### src/rtl/store_buffer_pkg.sv
// Shared constants for the store buffer: default geometry and entry layout.
package store_buffer_pkg;

  localparam int STB_DEPTH = 4;
  localparam int STB_AW    = 32;
  localparam int STB_DW    = 32;
  // Entries hold word addresses only; the byte offset is always zero.
  localparam int STB_WAW   = STB_AW - 2;

  typedef struct packed {
    logic               valid;
    logic [STB_WAW-1:0] addr;
    logic [STB_DW-1:0]  data;
  } stb_entry_t;

endpackage

### src/rtl/store_buffer_if.sv
// Cache-side, memory-side and status signals of the store buffer.
// master = the cache/memory environment, slave = the store buffer itself.
interface store_buffer_if
  import store_buffer_pkg::*;
#(
  parameter int AW    = STB_AW,
  parameter int DW    = STB_DW,
  parameter int DEPTH = STB_DEPTH
);
  localparam int CW = $clog2(DEPTH) + 1;

  logic          wb_valid;
  logic [AW-1:0] wb_addr;
  logic [DW-1:0] wb_data;
  logic          wb_ready;
  logic          wb_stall;
  logic          rd_req;
  logic [AW-1:0] rd_addr;
  logic          fwd_hit;
  logic [DW-1:0] fwd_data;
  logic [AW-1:0] mem_addr;
  logic [DW-1:0] mem_wdata;
  logic          mem_we;
  logic          mem_ready;
  logic          drain_req;
  logic          empty;
  logic [CW-1:0] count;

  modport master (
    output wb_valid, wb_addr, wb_data, rd_req, rd_addr, mem_ready, drain_req,
    input  wb_ready, wb_stall, fwd_hit, fwd_data, mem_addr, mem_wdata, mem_we,
           empty, count
  );

  modport slave (
    input  wb_valid, wb_addr, wb_data, rd_req, rd_addr, mem_ready, drain_req,
    output wb_ready, wb_stall, fwd_hit, fwd_data, mem_addr, mem_wdata, mem_we,
           empty, count
  );

endinterface

### src/rtl/store_buffer_fwd_match.sv
// Youngest-first address match over the buffered entries, used to forward
// pending store data to a cache miss refill.
module stb_fwd_match
  import store_buffer_pkg::*;
#(
  parameter int DEPTH = STB_DEPTH,
  parameter int WAW   = STB_WAW,
  parameter int DW    = STB_DW,
  localparam int PW   = $clog2(DEPTH),
  localparam int CW   = PW + 1
)
(
  input  logic [DEPTH-1:0] valid,
  input  logic [WAW-1:0]   addr [DEPTH],
  input  logic [DW-1:0]    data [DEPTH],
  input  logic [PW-1:0]    head,
  input  logic [PW-1:0]    tail,
  input  logic [CW-1:0]    count,
  input  logic [WAW-1:0]   rd_word,
  output logic             hit,
  output logic [DW-1:0]    hit_data
);

  logic [PW-1:0] idx_s;
  logic          match_s;
  logic          unused_head_s;

  // head is implied by tail and count; kept on the port for clarity of intent.
  assign unused_head_s = ^head;

  // Walk from the youngest entry (tail-1) backwards; the first match wins.
  always_comb begin
    hit      = 1'b0;
    hit_data = '0;
    idx_s    = tail;
    match_s  = 1'b0;
    for (int i = 0; i < DEPTH; i++) begin
      idx_s    = tail - PW'(i + 1);
      match_s  = ~hit & (CW'(i) < count) & valid[idx_s] & (addr[idx_s] == rd_word);
      hit_data = match_s ? data[idx_s] : hit_data;
      hit      = hit | match_s;
    end
  end

endmodule

### src/rtl/store_buffer.sv
// Write buffer between the write-through data cache and data memory.
// Absorbs full-word write-backs, coalesces back-to-back writes to the same
// word, drains in order, yields the memory port to miss reads and forwards
// pending data to refills.
module store_buffer
  import store_buffer_pkg::*;
#(
  parameter int DEPTH = STB_DEPTH,
  parameter int AW    = STB_AW,
  parameter int DW    = STB_DW
)
(
  input logic           clk,
  input logic           rst,
  store_buffer_if.slave bus
);

  localparam int PW  = $clog2(DEPTH);
  localparam int CW  = PW + 1;
  localparam int WAW = AW - 2;

  logic [DEPTH-1:0] valid_r;
  logic [WAW-1:0]   addr_r [DEPTH];
  logic [DW-1:0]    data_r [DEPTH];
  logic [PW-1:0]    head_r;
  logic [PW-1:0]    tail_r;
  logic [CW-1:0]    count_r;

  logic [CW-1:0]    count_next_s;
  logic [PW-1:0]    young_s;
  logic [WAW-1:0]   wb_word_s;
  logic [WAW-1:0]   rd_word_s;
  logic             empty_s;
  logic             full_s;
  logic             mem_we_s;
  logic             deq_s;
  logic             coal_s;
  logic             wb_ready_s;
  logic             enq_s;
  logic             coal_wr_s;
  logic             fwd_hit_s;
  logic [DW-1:0]    fwd_data_s;
  logic             unused_addr_lsb_s;

  assign wb_word_s         = bus.wb_addr[AW-1:2];
  assign rd_word_s         = bus.rd_addr[AW-1:2];
  assign unused_addr_lsb_s = ^{bus.wb_addr[1:0], bus.rd_addr[1:0]};

  // Drain, coalesce and accept decisions for the current cycle.
  always_comb begin
    empty_s   = (count_r == CW'(0));
    full_s    = (count_r == CW'(DEPTH));
    young_s   = tail_r - PW'(1);
    // A miss read owns the memory port unless the buffer is full or a fence
    // forces it empty.
    mem_we_s  = ~empty_s & (~bus.rd_req | full_s | bus.drain_req);
    deq_s     = mem_we_s & bus.mem_ready;
    // Never merge into an entry that is leaving this cycle.
    coal_s    = bus.wb_valid & ~empty_s & (addr_r[young_s] == wb_word_s) &
                ~(deq_s & (count_r == CW'(1)));
    wb_ready_s = ~bus.drain_req & (coal_s | ~full_s | deq_s);
    // A stalled write is repeated by the cache, so only accepted ones merge.
    coal_wr_s  = coal_s & wb_ready_s;
    enq_s      = bus.wb_valid & wb_ready_s & ~coal_s;
    count_next_s = count_r + CW'(enq_s) - CW'(deq_s);
  end

  // Entry storage, pointers and occupancy; reset discards any pending entries.
  always_ff @(posedge clk) begin
    if (!rst) begin
      head_r  <= '0;
      tail_r  <= '0;
      count_r <= '0;
      valid_r <= '0;
      for (int i = 0; i < DEPTH; i++) begin
        addr_r[i] <= '0;
        data_r[i] <= '0;
      end
    end else begin
      if (deq_s) begin
        valid_r[head_r] <= 1'b0;
        head_r          <= head_r + PW'(1);
      end
      // When full with a dequeue, tail equals head; the new entry wins.
      if (enq_s) begin
        valid_r[tail_r] <= 1'b1;
        addr_r[tail_r]  <= wb_word_s;
        data_r[tail_r]  <= bus.wb_data;
        tail_r          <= tail_r + PW'(1);
      end
      if (coal_wr_s) begin
        data_r[young_s] <= bus.wb_data;
      end
      count_r <= count_next_s;
    end
  end

  stb_fwd_match #(
    .DEPTH (DEPTH),
    .WAW   (WAW),
    .DW    (DW)
  ) u_fwd_match (
    .valid    (valid_r),
    .addr     (addr_r),
    .data     (data_r),
    .head     (head_r),
    .tail     (tail_r),
    .count    (count_r),
    .rd_word  (rd_word_s),
    .hit      (fwd_hit_s),
    .hit_data (fwd_data_s)
  );

  assign bus.wb_ready  = wb_ready_s;
  assign bus.wb_stall  = bus.wb_valid & ~wb_ready_s;
  assign bus.mem_we    = mem_we_s;
  assign bus.mem_addr  = {addr_r[head_r], 2'b00};
  assign bus.mem_wdata = data_r[head_r];
  assign bus.fwd_hit   = fwd_hit_s;
  assign bus.fwd_data  = fwd_data_s;
  assign bus.empty     = empty_s;
  assign bus.count     = count_r;

endmodule

### src/flat_wrapper.sv
// flat-port wrapper written by rule: the top's interface ports become plain ports
module store_buffer_flat import store_buffer_pkg::*;
#(
  parameter int DEPTH = STB_DEPTH,
  parameter int AW    = STB_AW,
  parameter int DW    = STB_DW
)
  (clk, rst, bus_wb_valid, bus_wb_addr, bus_wb_data, bus_rd_req, bus_rd_addr, bus_mem_ready, bus_drain_req, bus_wb_ready, bus_wb_stall, bus_fwd_hit, bus_fwd_data, bus_mem_addr, bus_mem_wdata, bus_mem_we, bus_empty, bus_count);
  store_buffer_if #(.AW(AW), .DW(DW), .DEPTH(DEPTH)) bus_i ();
  input logic clk;
  input logic rst;
  input wire logic [$bits(bus_i.wb_valid)-1:0] bus_wb_valid;
  input wire logic [$bits(bus_i.wb_addr)-1:0] bus_wb_addr;
  input wire logic [$bits(bus_i.wb_data)-1:0] bus_wb_data;
  input wire logic [$bits(bus_i.rd_req)-1:0] bus_rd_req;
  input wire logic [$bits(bus_i.rd_addr)-1:0] bus_rd_addr;
  input wire logic [$bits(bus_i.mem_ready)-1:0] bus_mem_ready;
  input wire logic [$bits(bus_i.drain_req)-1:0] bus_drain_req;
  output wire logic [$bits(bus_i.wb_ready)-1:0] bus_wb_ready;
  output wire logic [$bits(bus_i.wb_stall)-1:0] bus_wb_stall;
  output wire logic [$bits(bus_i.fwd_hit)-1:0] bus_fwd_hit;
  output wire logic [$bits(bus_i.fwd_data)-1:0] bus_fwd_data;
  output wire logic [$bits(bus_i.mem_addr)-1:0] bus_mem_addr;
  output wire logic [$bits(bus_i.mem_wdata)-1:0] bus_mem_wdata;
  output wire logic [$bits(bus_i.mem_we)-1:0] bus_mem_we;
  output wire logic [$bits(bus_i.empty)-1:0] bus_empty;
  output wire logic [$bits(bus_i.count)-1:0] bus_count;
  assign bus_i.wb_valid = bus_wb_valid;
  assign bus_i.wb_addr = bus_wb_addr;
  assign bus_i.wb_data = bus_wb_data;
  assign bus_i.rd_req = bus_rd_req;
  assign bus_i.rd_addr = bus_rd_addr;
  assign bus_i.mem_ready = bus_mem_ready;
  assign bus_i.drain_req = bus_drain_req;
  assign bus_wb_ready = bus_i.wb_ready;
  assign bus_wb_stall = bus_i.wb_stall;
  assign bus_fwd_hit = bus_i.fwd_hit;
  assign bus_fwd_data = bus_i.fwd_data;
  assign bus_mem_addr = bus_i.mem_addr;
  assign bus_mem_wdata = bus_i.mem_wdata;
  assign bus_mem_we = bus_i.mem_we;
  assign bus_empty = bus_i.empty;
  assign bus_count = bus_i.count;
  store_buffer #(.DEPTH(DEPTH), .AW(AW), .DW(DW)) u_core (.clk(clk), .rst(rst), .bus(bus_i));
endmodule
### config.mk
export PLATFORM = sky130hd
export DESIGN_NAME = store_buffer_flat
export DESIGN_NICKNAME = d
export VERILOG_FILES = /design/src/rtl/store_buffer_pkg.sv /design/src/rtl/store_buffer_if.sv /design/src/rtl/store_buffer_fwd_match.sv /design/src/rtl/store_buffer.sv /design/src/flat_wrapper.sv
export SDC_FILE = /design/constraint.sdc
export NUM_CORES = 1
export LEC_CHECK = 0
export CORE_UTILIZATION = 40
export DETAILED_ROUTE_END_ITERATION = 10
export PLACE_DENSITY_LB_ADDON = 0.2
export REMOVE_ABC_BUFFERS = 1
export SLEW_MARGIN = 10
export SYNTH_ARGS = -nofsm -noshare
export SYNTH_HDL_FRONTEND = slang
export SYNTH_SLANG_ARGS = --single-unit
### constraint.sdc
create_clock -name clk -period 6.95 [get_ports clk]
set_clock_uncertainty 0.1 [all_clocks]
set_input_delay 2.085 -clock clk [delete_from_list [all_inputs] [get_ports clk]]
set_output_delay 2.085 -clock clk [all_outputs]
set_load 0.005 [all_outputs]
==> run metrics <==
final worst slack -0.1366 ns; final setup fails 16; Max Root-Sink Buffers 3; Comb pwr share 32.2%; outcome finished, violations left; initial DRC count 1,689; number of CTS-inserted buffers 36; number of synthesized flops with an enable pin 0; total die area 53,240 um^2; post-synthesis sequential area ratio 24.77%; FFs w/ async S/R, synth 0%; worst rel slew slack 37.12%; max-cap violations 0; synth unique cells 70; Antenna Nets Post-Route 0; P_int 3546 uW; post-synthesis register bit count 259; sequential share of power 31.9%; CP arrival 4.90 ns; final core utilization 54.76%; Die Wd 230.7 um; Post-Route WL 77,930 um; Switching Fraction 32.81%; Final Hold Viols 0; Synth top area share 24.77%; Critical Path Source Type primary input; Cell Area, Synth 20,930 um^2; area leader, netlist dfxtp_1; critical path type primary input to output port; initial antenna violation count 5; CTS H-tree depth 2; Clock Latency Late Sink 0.57 ns; max-slew violation count 0; CTS tree yes; clock root buffer clkbuf_16; setup TNS -0.6771 ns; worst vdd ir 0.1968 mV; initial core utilization 40.63%; global-route wire length before repair 116,100 um; Syn-to-layout area delta 34.77%; port bufs 199; worst-path fanout max 5; share of cells above drive strength 1 34.14%; Post-route DRC 0; Die Y 230.7 um; critical path required time 4.76 ns; vias in the first global route 18,786; Via Count 19,180; Placeable Area 51,510 um^2; DR pass1 iterations 5; wire per inst 24.72 um; clock power share 35.8%; # clock sinks 259; Worst Hold Slack 0.3851 ns; Worst Setup End Kind output port; Mean Syn Cell Area 9.813 um^2; Clock Pin Slew Worst Setup and Hold Paths 0.05 ns; most common cell in the synthesized netlist mux2i_1; Post-synth top flop dfxtp_1; PD cells 187.1 nW/um^2; pin count of the biggest net entering global routing 178; total net switching power 1731 uW; GR Util All Layers 28.36%; vias per cell 6.085; RSZ-0062 raised after global routing true; top cells by area, synth dfxtp_1 (25%), mux2i_1 (17%), mux4_2 (17%); fill cell count 4,508; Final HPWL DP 49,050 um; leakage 0.01116 uW; total grt overflow 0; Synth top cells by count mux2i_1 (360), dfxtp_1 (259), nand2_1 (199), mux4_2 (160), nor2b_1 (159); # IOs 206; yosys warns 0; Max Clk Rate 141.1 MHz; Post-Synthesis Cells 2,133; Period Utilization, post-route 102.0%; Tmin final 7.087 ns; Hold Crit Class register to register; cts hold-fix bufs 0; # rows 83; failing checks setup timing; Nets 2,557; GP Congestion 0.9530; Worst Tran Pin Value 0.9432 ns
-- cell type report --
type | count | area (um^2) | area share [%]
clock inverter | 14 | 133.9 | 0.4746
inverter | 19 | 71.32 | 0.2528
timing repair buffer | 481 | 4806 | 17.04
antenna | 3 | 7.507 | 0.02661
tap | 680 | 850.8 | 3.016
sequential | 259 | 5200 | 18.44
clock buffer | 51 | 1089 | 3.859
multi-input combinational | 1645 | 16050 | 56.90
-- per-layer routing --
layer  GRT usage, %  vias up  routed length (um)
met5              0        -                  39
met4          11.13        6                2787
met3          4.335      161                5507
met2          46.80      879               37250
met1          37.12     9582               32350
li1               -     8552                   -
-- path summary, 6_finish.rpt --
kind	startpoint	to	cells after the start	slack [ns]
worst max-delay path	bus_rd_addr[15]	bus_fwd_data[10]	13	-0.14
worst min-delay path	u_core.data_r[117]$_SDFF_PN0_	u_core.data_r[117]$_SDFF_PN0_	2	0.39
worst max register to register	u_core.tail_r[1]$_SDFFE_PN0N_	u_core.data_r[0]$_SDFF_PN0_	16	2.19
worst min register to register	u_core.data_r[117]$_SDFF_PN0_	u_core.data_r[117]$_SDFF_PN0_	2	0.39
-- through the flow --
stage	power (uW)	instance area, um^2	std cells	setup slack [ns]
final	5277	28210	3152	-0.1366
after global routing	5488	28200	3151	-0.1401
after CTS	5247	27500	3119	-0.4092
after floorplan	2682	19850	1923	-14.19
after detailed placement	3299	24550	2990	-1.009
after global placement	3276	24550	2990	-0.9444
-- cells in the final DEF (no fill, tap or decap), types with 40 or more instances in the layout --
master / count
a21oi_1: 52
clkbuf_16: 40
buf_4: 198
mux2i_1: 359
xnor2_1: 99
mux2_2: 70
nor2_1: 42
mux4_2: 160
nand2_1: 199
nor2b_1: 154
dfxtp_1: 255
clkdlybuf4s50_1: 135
-- cells by family (layout without fill, tap and decap cells) --
family	count (synthesis)	after routing	share of synthesized area, %
mux	590	590	38.20
simple gates	542	542	13.26
compound gates	348	348	11.13
flops	259	259	24.77
buf+inv	230	565	5.536
xor+xnor	150	150	6.277
fa+ha+maj	13	13	0.8130
other cells	1	5	0.01792
-- flip-flops by register name, indices dropped and copies added, names as in the netlist --
name and flops:
u_core.addr_r 120, u_core.bus.count 3, u_core.data_r 128, u_core.head_r 2, u_core.tail_r 2, u_core.valid_r 4
-- power by group through the flow --
stage | Combinational [uW] | Sequential [uW] | Clock (uW)
after CTS | 1630 | 1690 | 1930
after floorplan | 905 | 1780 | 0
after global placement | 1560 | 1710 | 0
after global routing | 1800 | 1700 | 1990
after detailed placement | 1580 | 1720 | 0
final | 1700 | 1690 | 1890
-- timing repair --
| action | in CTS | in global routing |
|---|---|---|
| pin swaps | 82 | 80 |
| buffers inserted | 56 | 38 |
| setup endpoints to repair | 33 | 35 |
| gates cloned | 13 | 3 |
| gates resized for setup | 392 | 188 |
-- worst max-delay path, stage by stage --
cell and delay, ns:
buf_2 0.16, xor2_1 0.19, o21ai_2 0.11, or4_4 0.55
or4_4 0.69, buf_16 0.19, buf_8 0.13, buf_6 0.11
buf_6 0.11, a31o_1 0.19, a21oi_4 0.13, o22ai_4 0.10
buf_2 0.14
No activity file was read; power rests on OpenSTA's default activity.
